[config.mk]
export PLATFORM = sky130hd
export DESIGN_NAME = sha256_msg_sched_flat
export DESIGN_NICKNAME = d
export VERILOG_FILES = /design/src/rtl/sha256_msg_sched_if.sv /design/src/rtl/sha256_msg_sched.sv /design/src/flat_wrapper.sv
export SDC_FILE = /design/constraint.sdc
export NUM_CORES = 1
export LEC_CHECK = 0
export ABC_AREA = 1
export BUFFER_PORTS_ARGS = -buffer_cell sky130_fd_sc_hd__buf_2
export CORE_MARGIN = 3
export CORE_UTILIZATION = 65
export CTS_BUF_LIST = sky130_fd_sc_hd__clkbuf_8
export DETAILED_ROUTE_END_ITERATION = 8
export MAX_ROUTING_LAYER = met4
export PLACE_DENSITY = 0.82
export SYNTH_ARGS = -nofsm -noshare
export SYNTH_HDL_FRONTEND = slang
export SYNTH_SLANG_ARGS = --single-unit
[constraint.sdc]
create_clock -name clk -period 3.9 [get_ports clk]
set_input_delay 0.195 -clock clk [delete_from_list [all_inputs] [get_ports clk]]
set_output_delay 0.195 -clock clk [all_outputs]
set_load 0.01 [all_outputs]
[src/rtl/sha256_msg_sched_if.sv]
`default_nettype none
// ============================================================================
// Module      : sha256_msg_sched_if
// Description : Handshake bundle for the SHA-256 message scheduler. It holds
//               the message-word input stream, the schedule-word output
//               stream and the busy status flag.
// Revision    : 1.0 - initial release
// ============================================================================
interface sha256_msg_sched_if #(
    parameter int WORD_W = 32
);
    logic              in_valid;
    logic              in_ready;
    logic [WORD_W-1:0] in_word;
    logic              w_valid;
    logic              w_ready;
    logic [WORD_W-1:0] w_word;
    logic [5:0]        w_index;
    logic              w_last;
    logic              busy;

    // Scheduler side of the bundle
    modport slave (
        input  in_valid, in_word, w_ready,
        output in_ready, w_valid, w_word, w_index, w_last, busy
    );

    // Producer and consumer side of the bundle
    modport master (
        output in_valid, in_word, w_ready,
        input  in_ready, w_valid, w_word, w_index, w_last, busy
    );
endinterface
`default_nettype wire

[src/rtl/sha256_msg_sched.sv]
`default_nettype none
// ============================================================================
// Module      : sha256_msg_sched
// Description : SHA-256 message schedule producer. It loads 16 message words
//               into a sliding window and then emits W0..W63 one word per
//               output transfer. Each new word comes from the small-sigma
//               expansion of the current window.
// Revision    : 1.0 - initial release
// ============================================================================
module sha256_msg_sched #(
    parameter int WORD_W     = 32,   // must be 32; the sigma functions assume it
    parameter int NUM_ROUNDS = 64
) (
    input  wire logic          clk,
    input  wire logic          rst_n,
    sha256_msg_sched_if.slave  bus
);

    typedef enum logic [0:0] {
        S_LOAD = 1'b0,
        S_GEN  = 1'b1
    } state_t;

    localparam logic [5:0] LAST_T = 6'(NUM_ROUNDS - 1);

    state_t            state;
    state_t            state_nx;
    logic [3:0]        load_cnt;
    logic [5:0]        t;
    logic [WORD_W-1:0] win [16];
    logic [WORD_W-1:0] w_next;
    logic              in_xfer;
    logic              out_xfer;

    function automatic logic [31:0] sigma0(input logic [31:0] x);
        return {x[6:0], x[31:7]} ^ {x[17:0], x[31:18]} ^ {3'b000, x[31:3]};
    endfunction

    function automatic logic [31:0] sigma1(input logic [31:0] x);
        return {x[16:0], x[31:17]} ^ {x[18:0], x[31:19]} ^ {10'b0, x[31:10]};
    endfunction

    assign in_xfer  = (state == S_LOAD) && bus.in_valid;
    assign out_xfer = (state == S_GEN) && bus.w_ready;

    // W_{t+16} comes from the current window. It is also computed for the
    // last 16 rounds, where the word is shifted in but never emitted.
    assign w_next = sigma1(win[14]) + win[9] + sigma0(win[1]) + win[0];

    assign bus.in_ready = (state == S_LOAD);
    assign bus.w_valid  = (state == S_GEN);
    assign bus.w_word   = win[0];
    assign bus.w_index  = t;
    assign bus.w_last   = (state == S_GEN) && (t == LAST_T);
    assign bus.busy     = (state == S_GEN) || (load_cnt != 4'd0);

    // State register
    always_ff @(posedge clk or negedge rst_n) begin
        if (!rst_n) begin
            state <= S_LOAD;
        end else begin
            state <= state_nx;
        end
    end

    // Next state: leave LOAD on the 16th word, leave GEN after the last round
    always_comb begin
        state_nx = state;
        case (state)
            S_LOAD: begin
                if (in_xfer && (load_cnt == 4'd15)) begin
                    state_nx = S_GEN;
                end
            end
            S_GEN: begin
                if (out_xfer && (t == LAST_T)) begin
                    state_nx = S_LOAD;
                end
            end
            default: state_nx = S_LOAD;
        endcase
    end

    // Window, load counter and round counter
    always_ff @(posedge clk or negedge rst_n) begin
        if (!rst_n) begin
            load_cnt <= 4'd0;
            t        <= 6'd0;
            for (int i = 0; i < 16; i++) begin
                win[i] <= '0;
            end
        end else if (state == S_LOAD) begin
            if (in_xfer) begin
                win[load_cnt] <= bus.in_word;
                load_cnt      <= (load_cnt == 4'd15) ? 4'd0 : load_cnt + 4'd1;
                t             <= 6'd0;
            end
        end else if (out_xfer) begin
            for (int i = 0; i < 15; i++) begin
                win[i] <= win[i+1];
            end
            win[15] <= w_next;
            t       <= (t == LAST_T) ? 6'd0 : t + 6'd1;
        end
    end

endmodule
`default_nettype wire

[src/flat_wrapper.sv]
// flat-port wrapper written by rule: the top's interface ports become plain ports
module sha256_msg_sched_flat 
#(
    parameter int WORD_W     = 32,                                               
    parameter int NUM_ROUNDS = 64
)
  (clk, rst_n, bus_in_valid, bus_in_word, bus_w_ready, bus_in_ready, bus_w_valid, bus_w_word, bus_w_index, bus_w_last, bus_busy);
  sha256_msg_sched_if #(.WORD_W(WORD_W)) bus_i ();
  input  wire logic clk;
  input  wire logic rst_n;
  input wire logic [$bits(bus_i.in_valid)-1:0] bus_in_valid;
  input wire logic [$bits(bus_i.in_word)-1:0] bus_in_word;
  input wire logic [$bits(bus_i.w_ready)-1:0] bus_w_ready;
  output wire logic [$bits(bus_i.in_ready)-1:0] bus_in_ready;
  output wire logic [$bits(bus_i.w_valid)-1:0] bus_w_valid;
  output wire logic [$bits(bus_i.w_word)-1:0] bus_w_word;
  output wire logic [$bits(bus_i.w_index)-1:0] bus_w_index;
  output wire logic [$bits(bus_i.w_last)-1:0] bus_w_last;
  output wire logic [$bits(bus_i.busy)-1:0] bus_busy;
  assign bus_i.in_valid = bus_in_valid;
  assign bus_i.in_word = bus_in_word;
  assign bus_i.w_ready = bus_w_ready;
  assign bus_in_ready = bus_i.in_ready;
  assign bus_w_valid = bus_i.w_valid;
  assign bus_w_word = bus_i.w_word;
  assign bus_w_index = bus_i.w_index;
  assign bus_w_last = bus_i.w_last;
  assign bus_busy = bus_i.busy;
  sha256_msg_sched #(.WORD_W(WORD_W), .NUM_ROUNDS(NUM_ROUNDS)) u_core (.clk(clk), .rst_n(rst_n), .bus(bus_i));
endmodule
After elaboration in Yosys (flattened, before gate mapping)

Index checks and enable logic that the tools add are counted.

Flip-flop bits (word level): 523
Bits in latches: 0
Bits in writable memories: 0
ROM bits: 0
Input port bits: 36
Output and inout bits: 42
Logic and storage cells: 60
Memories: 0

$add $sub $neg: 5
Multipliers: 0
Divide/modulo/power cells: 0
Magnitude comparators: 2
Equality and inequality tests: 3
Shifts and indexed selects: 0
Multiplexer cells: 14
Bitwise logic cells: 6
Reduce and logical (&&, ||, !) cells: 11

Operators by type and width:

| kind                                                                         | count |
|---|---|
| 512-bit two-way mux                                                          | 3 |
| 512-bit bitwise mux                                                          | 1 |
| 32-bit demux with 4-bit select                                               | 1 |
| 32-bit adder                                                                 | 3 |
| 32-bit bitwise XOR                                                           | 2 |
| 32-bit two-way mux                                                           | 1 |
| 32-bit by 22-bit bitwise XOR with 32-bit output                              | 1 |
| 32-bit by 29-bit bitwise XOR with 32-bit output                              | 1 |
| 6-bit two-way mux                                                            | 4 |
| 6-bit by 1-bit adder with 6-bit output, second input constant                | 1 |
| 6-bit equality test, second input constant                                   | 1 |
| 1-bit logical AND                                                            | 6 |
| 5-bit greater-or-equal comparator, second input constant                     | 1 |
| 5-bit by 1-bit less-than comparator with 1-bit output, second input constant | 1 |
| 4-bit inverter with 5-bit output                                             | 1 |
| 4-bit by 1-bit adder with 4-bit output, second input constant                | 1 |
| 4-bit equality test, second input constant                                   | 1 |
| 4-bit two-way mux                                                            | 1 |
| 2-bit AND reduction                                                          | 2 |
| 4-bit nonzero test                                                           | 1 |
| 1-bit two-way mux                                                            | 2 |
| 2-bit != test, second input constant                                         | 1 |
| 1-bit one-hot mux with 2 select lines                                        | 1 |
| 2-bit nonzero test                                                           | 1 |
| 2 further kinds                                                              | 2 |

Longest topological paths before layout

Depth after elaboration: 8
Depth in mapped cells: 20
Depth with buffers taken out: 19

Worst setup path after synthesis

OpenSTA, ideal clock, no wires.

Kind: register to register
From: reg u_core.win[456] in the netlist's numbering
To: reg u_core.win[25] in the netlist's numbering
Setup time: 0.077 ns
Arrival time: 3.246 ns
Required time: 3.823 ns
Path slack: 0.577 ns
Stages on the path, launching flop included: 19
Path buffers: 0
Period minus slack after synthesis: 3.323 ns
Path through: dfrtp_1 > xnor2_1 > xor2_1 > inv_1 > fa_1 > fa_1 > ha_1 > fa_1 > nand3_1 > nand3_1 > nand2_1 > nand2_1 > nand2_1 > nand2_1 > nand2_1 > nand2_1 > nand2_1 > nand3_1 > a21oi_1

Word-level cells in the longest chain between the ends: 6

RTL lines:

| element                                             | line                    | text |
|---|---|---|
| start, declared                                     | sha256_msg_sched.sv:30  | `logic [WORD_W-1:0] win [16];` |
| start signal, assigned by index                     | sha256_msg_sched.sv:94  | `win[load_cnt] <= bus.in_word;` |
| start signal, assigned by index                     | sha256_msg_sched.sv:100 | `win[i] <= win[i+1];` |
| 32-bit bitwise XOR                                  | sha256_msg_sched.sv:36  | `return {x[6:0], x[31:7]} ^ {x[17:0], x[31:18]} ^ {3'b000, x[31:3]};` |
| 32-bit by 29-bit bitwise XOR with 32-bit output (*) | sha256_msg_sched.sv:36  |  |
| 32-bit adder (*) (2 in a row)                       | sha256_msg_sched.sv:48  | `assign w_next = sigma1(win[14]) + win[9] + sigma0(win[1]) + win[0];` |
| 512-bit two-way mux (*)                             | sha256_msg_sched.sv:98  | `end else if (out_xfer) begin` |
| 512-bit two-way mux (*)                             | sha256_msg_sched.sv:92  | `end else if (state == S_LOAD) begin` |

Every way passes the cells marked *; elsewhere a longest branch is shown, timed or not. The select of a mux whose other input is x is not followed.
A chain may end at the register's enable or synchronous reset.

Worst setup path in the final report

From: reg u_core.win[467] in the netlist's numbering
To: reg u_core.win[26] in the netlist's numbering

Same word-level chain as after synthesis.

==> summary.txt <==
GRT
  – Largest net degree at the start of global routing: 181
  – Busiest grt layer: met1
  – GRT Overall Usage: 39.34%
  – Total gr overflow: 0
  – First-pass GRT wire length: 147,500 µm
  – Met1 Use GR: 58.12%
  – M3 GR Usage: 8.116%
  – Antenna violations before repair: 1
  – Global Route met2 Usage: 54.16%
  – Vias in the first global route: 25,130

Drt
  – Antenna viol nets, final: 0
  – DR WL/cell: 20.86 µm
  – Initial DRC Count: 3,270
  – Pre-antenna DRT Iters: 6
  – Vias: 26,450
  – Drt total wl: 93,940 µm
  – Via/cell ratio: 5.873
  – DRC viols: 0

Critical path
  – Critical Path Source Type: flop
  – CP Data Arrival Time: 4330 ps
  – Buf/Inv on CP: 5
  – CP most frequent cell: inv_1
  – Delay of the slowest critical-path stage: 570 ps
  – CP Cell Sequence: xnor2_2, xor2_1, inv_1, fa_1, inv_1, fa_1, inv_1, ha_1, nand2_1, inv_1, nand2_1, nor2_1, buf_4, nand3_1, nand3_1, nand3_1, a21oi_1
  – CP required: 4490 ps
  – Crit-path slowest cell: fa_1
  – CP delay by family, top: adder cells
  – WS Path Type: flop to flop
  – Crit. End Element: flop
  – Crit-path max FO: 4

STA
  – Fmax: 266.8 MHz
  – Final Skew: 38.05 ps
  – Final Setup Violations: 0
  – Max-slew violations: 0
  – Minimum clock period: 3749 ps
  – Fin crit share: 96.12%
  – Final Hold Fails: 0
  – Least-Margin Pin Slew: 1134 ps
  – Slew HR: 24.40%

Clocking
  – Clock root buffer: clkbuf_8
  – Clock Path Buffers: 3
  – Clk Latency, worst-skew pair: 700 ps
  – TritonCTS clock tree: built
  – CTS sink cnt: 523
  – Clock-pin slew on the worst setup and hold paths: 60 ps
  – H-Tree Depth: 3
  – Total CTS buffers: 91

Die
  – Total Die Area: 0.04907 mm²
  – Die W: 221.5 µm
  – Initial core utilization: 66.10%
  – Core Box Area: 0.04567 mm²
  – # rows: 78
  – I/O pin count: 78
  – Die Height: 221.5 µm

Synth
  – Cell Area, Synth: 0.03019 mm²
  – Async SR Flop Fraction: 100.0%
  – Synthesis-stage register bit count: 523
  – Synth Net Count: 3,962
  – Ys Warns: 0
  – Synth Flop Type: dfrtp_1
  – Syn avg cell area: 7.886 µm²
  – Post-synthesis sequential area ratio: 43.35%
  – Post-synth EDFFs: 0
  – Post-synth cell types: 39
  – Gate Count Post-Synth: 3,828

Cells and area
  – Nets: 3,961
  – Commonest cells after routing, fill and taps aside: 815 x inv_1, 724 x nand2_1, 515 x dfrtp_1, 464 x o21ai_0, 454 x o22ai_1
  – ANT cells: 0
  – Area Overhead vs Synth: 9.508%
  – Leading cell type in the layout, fill and taps excluded: inv_1
  – Share of layout cells above drive strength 1: 9.580%
  – Fin util: 72.38%

Flow run
  – Max Cap Viol: 0

Placement
  – HPWL reported at the end of detailed placement: 64,860 µm
  – Placer congestion estimate: 1.037
  – Port bufs: 77

Status
  – Status: finished, final reports clean

Worst hold path
  – Worst Hold Class: input pin to flop
-- final timing paths --
check / startpoint / end / slack (ps) / cells after the start
max: u_core.win[467] / u_core.win[26] / 150 / 17
min: bus_in_word[19] / u_core.bus.w_word[19] / 40 / 5
max reg2reg: u_core.win[467] / u_core.win[26] / 150 / 17
min reg2reg: u_core.win[258] / u_core.win[258] / 520 / 2
max in group asynchronous: rst_n / u_core.win[271] / 2700 / 4
min in group asynchronous: rst_n / u_core.win[20] / 120 / 2
-- cells in the mapped netlist (all sizes together) (2+ instances only) --
cell | count | area [µm²]
xor2 | 76 | 665.6
o21ai | 514 | 2730
nor2 | 112 | 470.5
a22oi | 18 | 135.1
nor3 | 8 | 40.04
a31oi | 3 | 18.77
nand3 | 55 | 315.3
nand3b | 4 | 30.03
inv | 792 | 2973
and2 | 2 | 12.51
clkbuf | 93 | 354.1
a21oi | 85 | 425.4
nand4 | 2 | 12.51
nand2 | 739 | 2810
xnor2 | 57 | 499.2
buf | 187 | 1027
fa | 62 | 1241
o22ai | 454 | 2840
dfrtp | 523 | 13090
ha | 36 | 450.4
-- layout make-up --
class / instances / area [µm²]
sequential: 523 / 13100
clock buffer: 119 / 1638
clock inverter: 51 / 316.6
multi-input combinational: 2233 / 12850
fill: 3610 / 12610
tap: 600 / 750.7
timing repair buffer: 186 / 1424
inverter: 792 / 2980
-- what timing repair did --
action                                  CTS  global route
hold buffers                             29             0
endpoints found under the setup margin    0            18
buffers inserted                          0             1
gates resized for setup                   0            30
hold endpoints to repair                108             0
-- worst min-delay path, delay by kind of cell --
kind            cells  cell delay (ps)
simple gates        1               80
compound gates      2              200
buf+inv             2              190
-- registers in the layout, summed over array words and instances (netlist names) --
signal and count:
u_core.load_cnt 4, u_core.win 480, u_core.bus.w_index 6, u_core.bus.w_word 32, u_core.bus.w_valid 1
-- per-layer routing --
layer | wire length [µm] | vias to the layer above
met5 | 0 | -
li1 | - | 12250
met2 | 39710 | 1397
met3 | 9179 | 223
met4 | 3678 | 0
met1 | 41370 | 12580
-- cells by family (layout without fill, tap and decap cells) --
group,count (synthesis),count (layout),share of synthesized area [%]
adder cells (fa/ha/maj),98,98,5.603
AND/OR/NAND/NOR,923,923,12.25
multiplexers,1,1,0.03730
flip-flops,523,523,43.35
buffers and inverters,1072,1148,14.42
AO/OA/AOI/OAI,1078,1078,20.48
XOR/XNOR,133,133,3.859
-- per-stage QoR --
step	setup TNS [ps]	instances	setup WS (ps)	hold WS, ps	instance area [µm²]
finish	0	4504	151.4	37.69	33060
global placement	0	4304	101.1	252.5	30700
global route	-27.38	4504	-27.38	27.06	33060
detailed placement	0	4304	114.2	246.2	30700
CTS	0	4503	66.45	2.460	32940
floorplan	0	3828	577.0	-100.6	30190
Power is not shown: default switching activity piles up to over one toggle a cycle in this logic, so the estimate is an artifact.
